### src/rtl/sad_pkg.sv
// Shared types and constants for the SAD sequencer and anything that talks to it.
// The strobe decode lives here so the controller registers outputs from a single table.
package sad_pkg;

    localparam int SAD_N_SAMPLES = 256;
    localparam int SAD_ADDR_W    = 8;

    typedef enum logic [2:0] {
        SAD_IDLE,
        SAD_INIT,
        SAD_CHECK,
        SAD_READ,
        SAD_WAIT,
        SAD_ACC,
        SAD_LATCH,
        SAD_DONE
    } sad_state_t;

    typedef struct packed {
        logic i_inc;
        logic i_clr;
        logic sum_ld;
        logic sum_clr;
        logic sad_reg_ld;
        logic mem_rd;
        logic done;
    } sad_strobe_t;

    function automatic sad_strobe_t sad_decode(input sad_state_t s);
        sad_strobe_t st;
        st = '0;
        case (s)
            SAD_INIT: begin
                st.i_clr   = 1'b1;
                st.sum_clr = 1'b1;
            end
            SAD_READ:  st.mem_rd     = 1'b1;
            SAD_ACC: begin
                st.sum_ld = 1'b1;
                st.i_inc  = 1'b1;
            end
            SAD_LATCH: st.sad_reg_ld = 1'b1;
            SAD_DONE:  st.done       = 1'b1;
            default:   st = '0;
        endcase
        return st;
    endfunction

endpackage

### src/rtl/sad_ctrl.sv
// Sequencer for the sad_proc datapath: clears it, walks every sample pair through the
// memories with a programmable read latency, then latches the final sum.
//
//   state | meaning
//   IDLE  | waiting for go_i, all outputs low
//   INIT  | clear datapath index and sum, reset address
//   CHECK | decide between another element and finishing
//   READ  | read strobe to both memories, arm the latency counter
//   WAIT  | count down remaining memory latency
//   ACC   | accumulate |a-b|, advance index and address
//   LATCH | load datapath result register
//   DONE  | one-cycle completion pulse
module sad_ctrl
    import sad_pkg::*;
#(
    parameter int MEM_LAT = 1
) (
    input  logic                  clk,
    input  logic                  rstn_i,
    input  logic                  go_i,
    input  logic                  abort_i,
    input  logic                  i_it_256,
    output logic                  i_inc,
    output logic                  i_clr,
    output logic                  sum_ld,
    output logic                  sum_clr,
    output logic                  sad_reg_ld,
    output logic                  mem_rd_o,
    output logic [SAD_ADDR_W-1:0] addr_o,
    output logic                  busy_o,
    output logic                  done_o
);

    localparam int               CNT_W     = (MEM_LAT > 1) ? $clog2(MEM_LAT) : 1;
    localparam logic [CNT_W-1:0] WAIT_LOAD = CNT_W'((MEM_LAT > 1) ? MEM_LAT - 2 : 0);

    sad_state_t       state;
    sad_state_t       nxt;
    sad_strobe_t      stb_q;
    logic [CNT_W-1:0] wait_cnt;
    logic             busy_q;
    logic             abort_act;

    assign abort_act = abort_i && (state != SAD_IDLE);

    always_comb begin
        nxt = state;
        case (state)
            SAD_IDLE:  if (go_i && !abort_i) nxt = SAD_INIT;
            SAD_INIT:  nxt = SAD_CHECK;
            SAD_CHECK: nxt = i_it_256 ? SAD_READ : SAD_LATCH;
            SAD_READ:  nxt = (MEM_LAT == 1) ? SAD_ACC : SAD_WAIT;
            SAD_WAIT:  if (wait_cnt == '0) nxt = SAD_ACC;
            SAD_ACC:   nxt = SAD_CHECK;
            SAD_LATCH: nxt = SAD_DONE;
            SAD_DONE:  nxt = SAD_IDLE;
            default:   nxt = SAD_IDLE;
        endcase
        if (abort_act) nxt = SAD_IDLE;
    end

    // Strobes are registered from the next state so they line up with the state they belong to.
    always_ff @(posedge clk or negedge rstn_i) begin
        if (!rstn_i) begin
            state    <= SAD_IDLE;
            stb_q    <= '0;
            busy_q   <= 1'b0;
            wait_cnt <= '0;
            addr_o   <= '0;
        end else begin
            state  <= nxt;
            stb_q  <= sad_decode(nxt);
            busy_q <= (nxt != SAD_IDLE);
            if (state == SAD_READ) begin
                wait_cnt <= WAIT_LOAD;
            end else if (state == SAD_WAIT && wait_cnt != '0) begin
                wait_cnt <= wait_cnt - 1'b1;
            end
            if (state == SAD_INIT) begin
                addr_o <= '0;
            end else if (state == SAD_ACC && !abort_act) begin
                addr_o <= addr_o + 1'b1;
            end
        end
    end

    // An abort clears the datapath in the same cycle and suppresses every other strobe.
    assign i_clr      = stb_q.i_clr   | abort_act;
    assign sum_clr    = stb_q.sum_clr | abort_act;
    assign i_inc      = stb_q.i_inc      & ~abort_act;
    assign sum_ld     = stb_q.sum_ld     & ~abort_act;
    assign sad_reg_ld = stb_q.sad_reg_ld & ~abort_act;
    assign mem_rd_o   = stb_q.mem_rd     & ~abort_act;
    assign done_o     = stb_q.done       & ~abort_act;
    assign busy_o     = busy_q;

endmodule

### config.mk
export PLATFORM = sky130hd
export DESIGN_NAME = sad_ctrl
export DESIGN_NICKNAME = d
export VERILOG_FILES = /design/src/rtl/sad_pkg.sv /design/src/rtl/sad_ctrl.sv
export SDC_FILE = /design/constraint.sdc
export NUM_CORES = 1
export LEC_CHECK = 0
export BUFFER_PORTS_ARGS = -buffer_cell sky130_fd_sc_hd__buf_2
export CAP_MARGIN = 30
export CELL_PAD_IN_SITES_DETAIL_PLACEMENT = 2
export CELL_PAD_IN_SITES_GLOBAL_PLACEMENT = 2
export CORE_ASPECT_RATIO = 1.4
export CORE_MARGIN = 10
export CORE_UTILIZATION = 32
export DETAILED_ROUTE_END_ITERATION = 10
export GPL_TIMING_DRIVEN = 0
export PLACE_DENSITY = 0.82
export SLEW_MARGIN = 20
export SYNTH_ARGS = -nofsm -noshare
export SYNTH_HDL_FRONTEND = slang
export SYNTH_SLANG_ARGS = --single-unit
### constraint.sdc
create_clock -name clk -period 1.6 [get_ports clk]
set_input_delay 0.32 -clock clk [delete_from_list [all_inputs] [get_ports clk]]
set_output_delay 0.32 -clock clk [all_outputs]
set_load 0.01 [all_outputs]
Yosys cells after proc, flatten, opt, wreduce, memory -nomap -nowiden --
Cells that the tools add are included.
Cells by class: $add $sub $neg 2, multiply operators 0, divide/modulo/power cells 0, order comparisons 0, equal/unequal tests 12, shift-type cells 0, mux-type cells 14, bitwise operators 6, reduce and logical (&&, ||, !) cells 12
Operators with widths (count):
- 3-bit == test, second input constant | 7
- 3-bit one-hot mux with 7 select lines | 1
- 8-bit two-way mux | 2
- 3-bit two-way mux | 4
- 3-bit by 2-bit == test with 1-bit output, second input constant | 3
- 8-bit by 1-bit adder with 8-bit output, second input constant | 1
- 1-bit two-way mux | 7
- 3-bit by 1-bit == test with 1-bit output, second input constant | 2
- 3-bit nonzero test | 2
- 1-bit AND | 4
- 1-bit logical AND | 4
- 2-bit nonzero test | 2
- 3-bit zero test | 1
- 1-bit zero test | 2
- 2-bit OR reduction | 1
- 1-bit NOT | 1
- 1-bit bitwise OR | 1
- 1-bit subtractor, second input constant | 1
Word-level totals: bits in registers 18, bits in latches 0, bits in writable memories 0, ROM bits 0, memories kept 0

Depth between registers and ports, before layout --
depth after elaboration 7, mapped depth 5

Worst setup path after synthesis --
Ideal clock, no wire load.
kind register to output, from register state[2], to output port sum_ld, arrival 1.296 ns, data required time 1.280 ns, setup slack -0.016 ns, cell stages (with the launch flop) 6, buffers on the path 2, cell sequence dfrtp_1 > buf_2 > or3_1 > nand2_1 > and2_1 > buf_4
Between the ends: cells in the longest elaborated chain, start to end 4
RTL lines:
- start: declaration | line sad_ctrl.sv:37 | sad_state_t state;
- start signal: assignment | line sad_ctrl.sv:71 | state <= nxt;
- 3-bit nonzero test | line sad_ctrl.sv:44 | assign abort_act = abort_i && (state != SAD_IDLE);
- 1-bit logical AND | line sad_ctrl.sv:44
- 1-bit NOT
- 1-bit AND | line sad_ctrl.sv:91 | assign sum_ld = stb_q.sum_ld & ~abort_act;
- end: declaration | line sad_ctrl.sv:25 | output logic sum_ld,
No other way between the ends.

Worst setup path after layout --
from register state[1], to output port sum_ld
Between the ends: cells in the longest elaborated chain, start to end 4
RTL lines (line):
- 3-bit nonzero test | sad_ctrl.sv:44
- 1-bit logical AND | sad_ctrl.sv:44
- 1-bit NOT | sad_ctrl.sv:91
- 1-bit AND | sad_ctrl.sv:91
No other way between the ends.

==> results.json <==
{
  "status": "complete, but fails checks",
  "violations": "negative setup slack",
  "cts_tree": "done",
  "wl_mm": 2.79,
  "ys_ff_latch": 18,
  "register_area_um2": 453,
  "power_mw": 1.16,
  "clock_sinks": 18,
  "postSynthAreaPerCell_um2": 9.73,
  "drc": 0,
  "synth_area_leader_cell": "dfrtp_1",
  "grt_usage_pct": 10.2,
  "tightest_slew_ps": 552,
  "post_drt_wl_per_cell_um": 16.8,
  "synthArstFlopShare_pct": 100,
  "final_cell_mix": "buf_2, dfrtp_1, nand2b_1, nand2_1",
  "root_buffer": "clkbuf_8",
  "syn-instance-count": 99,
  "die-area_mm2": 0.00564,
  "multiInputGateArea_um2": 494,
  "num_vias": 875,
  "grt.overflow.total": 0,
  "die_w_um": 66.4,
  "antennaDiodeCount": 0,
  "final_common_cell": "buf_2",
  "cp_data_required_time_ps": 1280,
  "dpl.hpwl_mm": 1.96,
  "drive_gt1_share_pct": 35.7,
  "hold_viol": 0,
  "nets": 136,
  "dpl_cell_area_mm2": 0.00111,
  "slowest_stage": "or3_4",
  "finalHoldWorstSlack_ps": 0.650,
  "clk_latency_ps": 250,
  "portBuffers": 20,
  "p_per_area_mw_per_mm2": 896,
  "htree_levels": 1,
  "maxCapViolCount": 0,
  "synthFlopType": "dfrtp_1",
  "start_util_pct": 33.5,
  "fin_cells": 166,
  "relSlewSlack_pct": 63.2,
  "cpMostUsedCell": "buf_6",
  "fin_ws_ps": -216,
  "worstHoldPathType": "input port to async pin",
  "synth_cell_types": 36,
  "fin_skew_ps": 4.25,
  "ant_nets": 0,
  "netlist_area_um2": 963,
  "setup_viol_count_final": 7,
  "area_delta_synth_final_pct": 34.2,
  "worstPathMaxFanout": 5,
  "num_io_pins": 21,
  "synthTopCellsByArea": "dfrtp_1, nand2b_1, nand2_1",
  "clkTransAtPathRegs_ps": 70,
  "final_util_pct": 44.9,
  "synth_enable_flop_cells": 0,
  "num_rows": 23,
  "period_minus_slack_ps": 1820,
  "grt_pass1_wl_mm": 4.71,
  "fillers": 321,
  "antenna_found_initial": 0,
  "cts_buffers": 3,
  "grt_pass1_vias": 967,
  "ys_seq_area_share_pct": 46.8,
  "fmax_mhz": 551,
  "path_cells": "or3_4 > nand2_4 > and2_4 > buf_6 > buf_6",
  "slew_violations": 0,
  "syn-num-nets": 105,
  "ir_drop_uv": 513,
  "clockBufferDepth": 2,
  "first_pass_iters": 4,
  "critPathLaunchType": "flop",
  "slowest_delay_ps": 420,
  "arrival_ps": 1500,
  "viasPerCell": 5.27,
  "grt_max_degree": 19,
  "path_class": "flop to output port",
  "drt_iter0_markers": 18,
  "ys_warn_count": 0,
  "rsz0062_at_grt": "true",
  "cp-end-kind": "output port",
  "coreArea_mm2": 0.00288,
  "p_leak_nw": 0.625,
  "gp_congestion": 0.748,
  "finalCritPeriodShare_pct": 114,
  "die_h_um": 84.9,
  "postCtsHoldBufs": 0,
  "synth_top_area_share_pct": 46.8,
  "final_cell_area_mm2": 0.00129,
  "place_inst": 156
}
[area by class of cell]
class / instances / area share [%]
Buffer: 8 / 5.32
Clock buffer: 4 / 4.26
Multi-Input combinational cell: 72 / 38.2
Sequential cell: 18 / 35.0
Tap cell: 37 / 3.58
Timing Repair Buffer: 27 / 13.6
[worst max-delay path: cells and delay by family, from the launching register on]
family / cells / cell delay, ps
simple gates: 3 / 680
buf+inv: 2 / 180
flops: 1 / 400
[final timing paths]
kind / start / to / slack, ps / depth (start not counted)
hold / removal: rstn_i / busy_o / 0.7 / 1
min in group clk: i_it_256 / stb_q[2] / 270 / 2
hold reg to reg: addr_o[7] / addr_o[7] / 560 / 2
max in group asynchronous: rstn_i / state[2] / 1280 / 1
setup / recovery: state[1] / sum_ld / -220 / 5
setup reg to reg: state[1] / addr_o[4] / 60 / 5
[timing repair]
item	in CTS	in global routing
setup buffers	3	5
pin swaps	5	4
setup endpoints to repair	8	12
resized for setup	10	15
[cell families (layout without fill, tap and decap cells)]
kind of cell	after synthesis	after routing	share of synthesized area [%]
AO/OA/AOI/OAI	16	16	11.7
adder cells (fa/ha/maj)	1	1	1.30
buffers and inverters	9	39	5.32
flip-flops	18	18	46.8
multiplexers	4	4	4.29
AND/OR/NAND/NOR	51	51	30.6
[where the power goes]
part,switching (mW),total (mW),internal (mW)
Sequential,0.0145,0.491,0.477
Clock,0.152,0.371,0.218
Combinational,0.150,0.296,0.146
Total,0.317,1.16,0.841
[flip-flops by register name, summed over array words and instances, names as in the netlist]
name,count
addr_o,8
busy_o,1
state,3
stb_q,5
wait_cnt,1
[cells in the mapped netlist, types with 2 or more instances]
| cell | number |
|---|---|
| buf_2 | 2 |
| a22o_1 | 3 |
| nor3_1 | 2 |
| nand2b_1 | 9 |
| buf_4 | 2 |
| a21oi_1 | 3 |
| nor3b_1 | 2 |
| clkbuf_1 | 4 |
| nand2_1 | 9 |
| or4_1 | 2 |
| dfrtp_1 | 18 |
| o21ai_0 | 2 |
| and2_1 | 5 |
| or3b_1 | 2 |
| mux2i_1 | 3 |
| nand3_1 | 4 |
| nor2b_1 | 4 |
| nor2_1 | 4 |
| and3_1 | 2 |
[through the flow]
stage	setup TNS, ps	setup slack [ps]
after global routing	-1560	-278
after detailed placement	-1260	-285
after global placement	-964	-246
after floorplan	0	30.4
final	-1040	-216
after CTS	-1090	-213
[per-layer routing]
layer	GRT usage [%]	vias up	share of wire [%]
li1	-	406	-
met1	10.7	447	39
met2	18.6	20	54
met3	3.16	2	5.5
met4	2.87	0	0.61
met5	0	-	0
No activity file was read; power rests on OpenSTA's default activity.
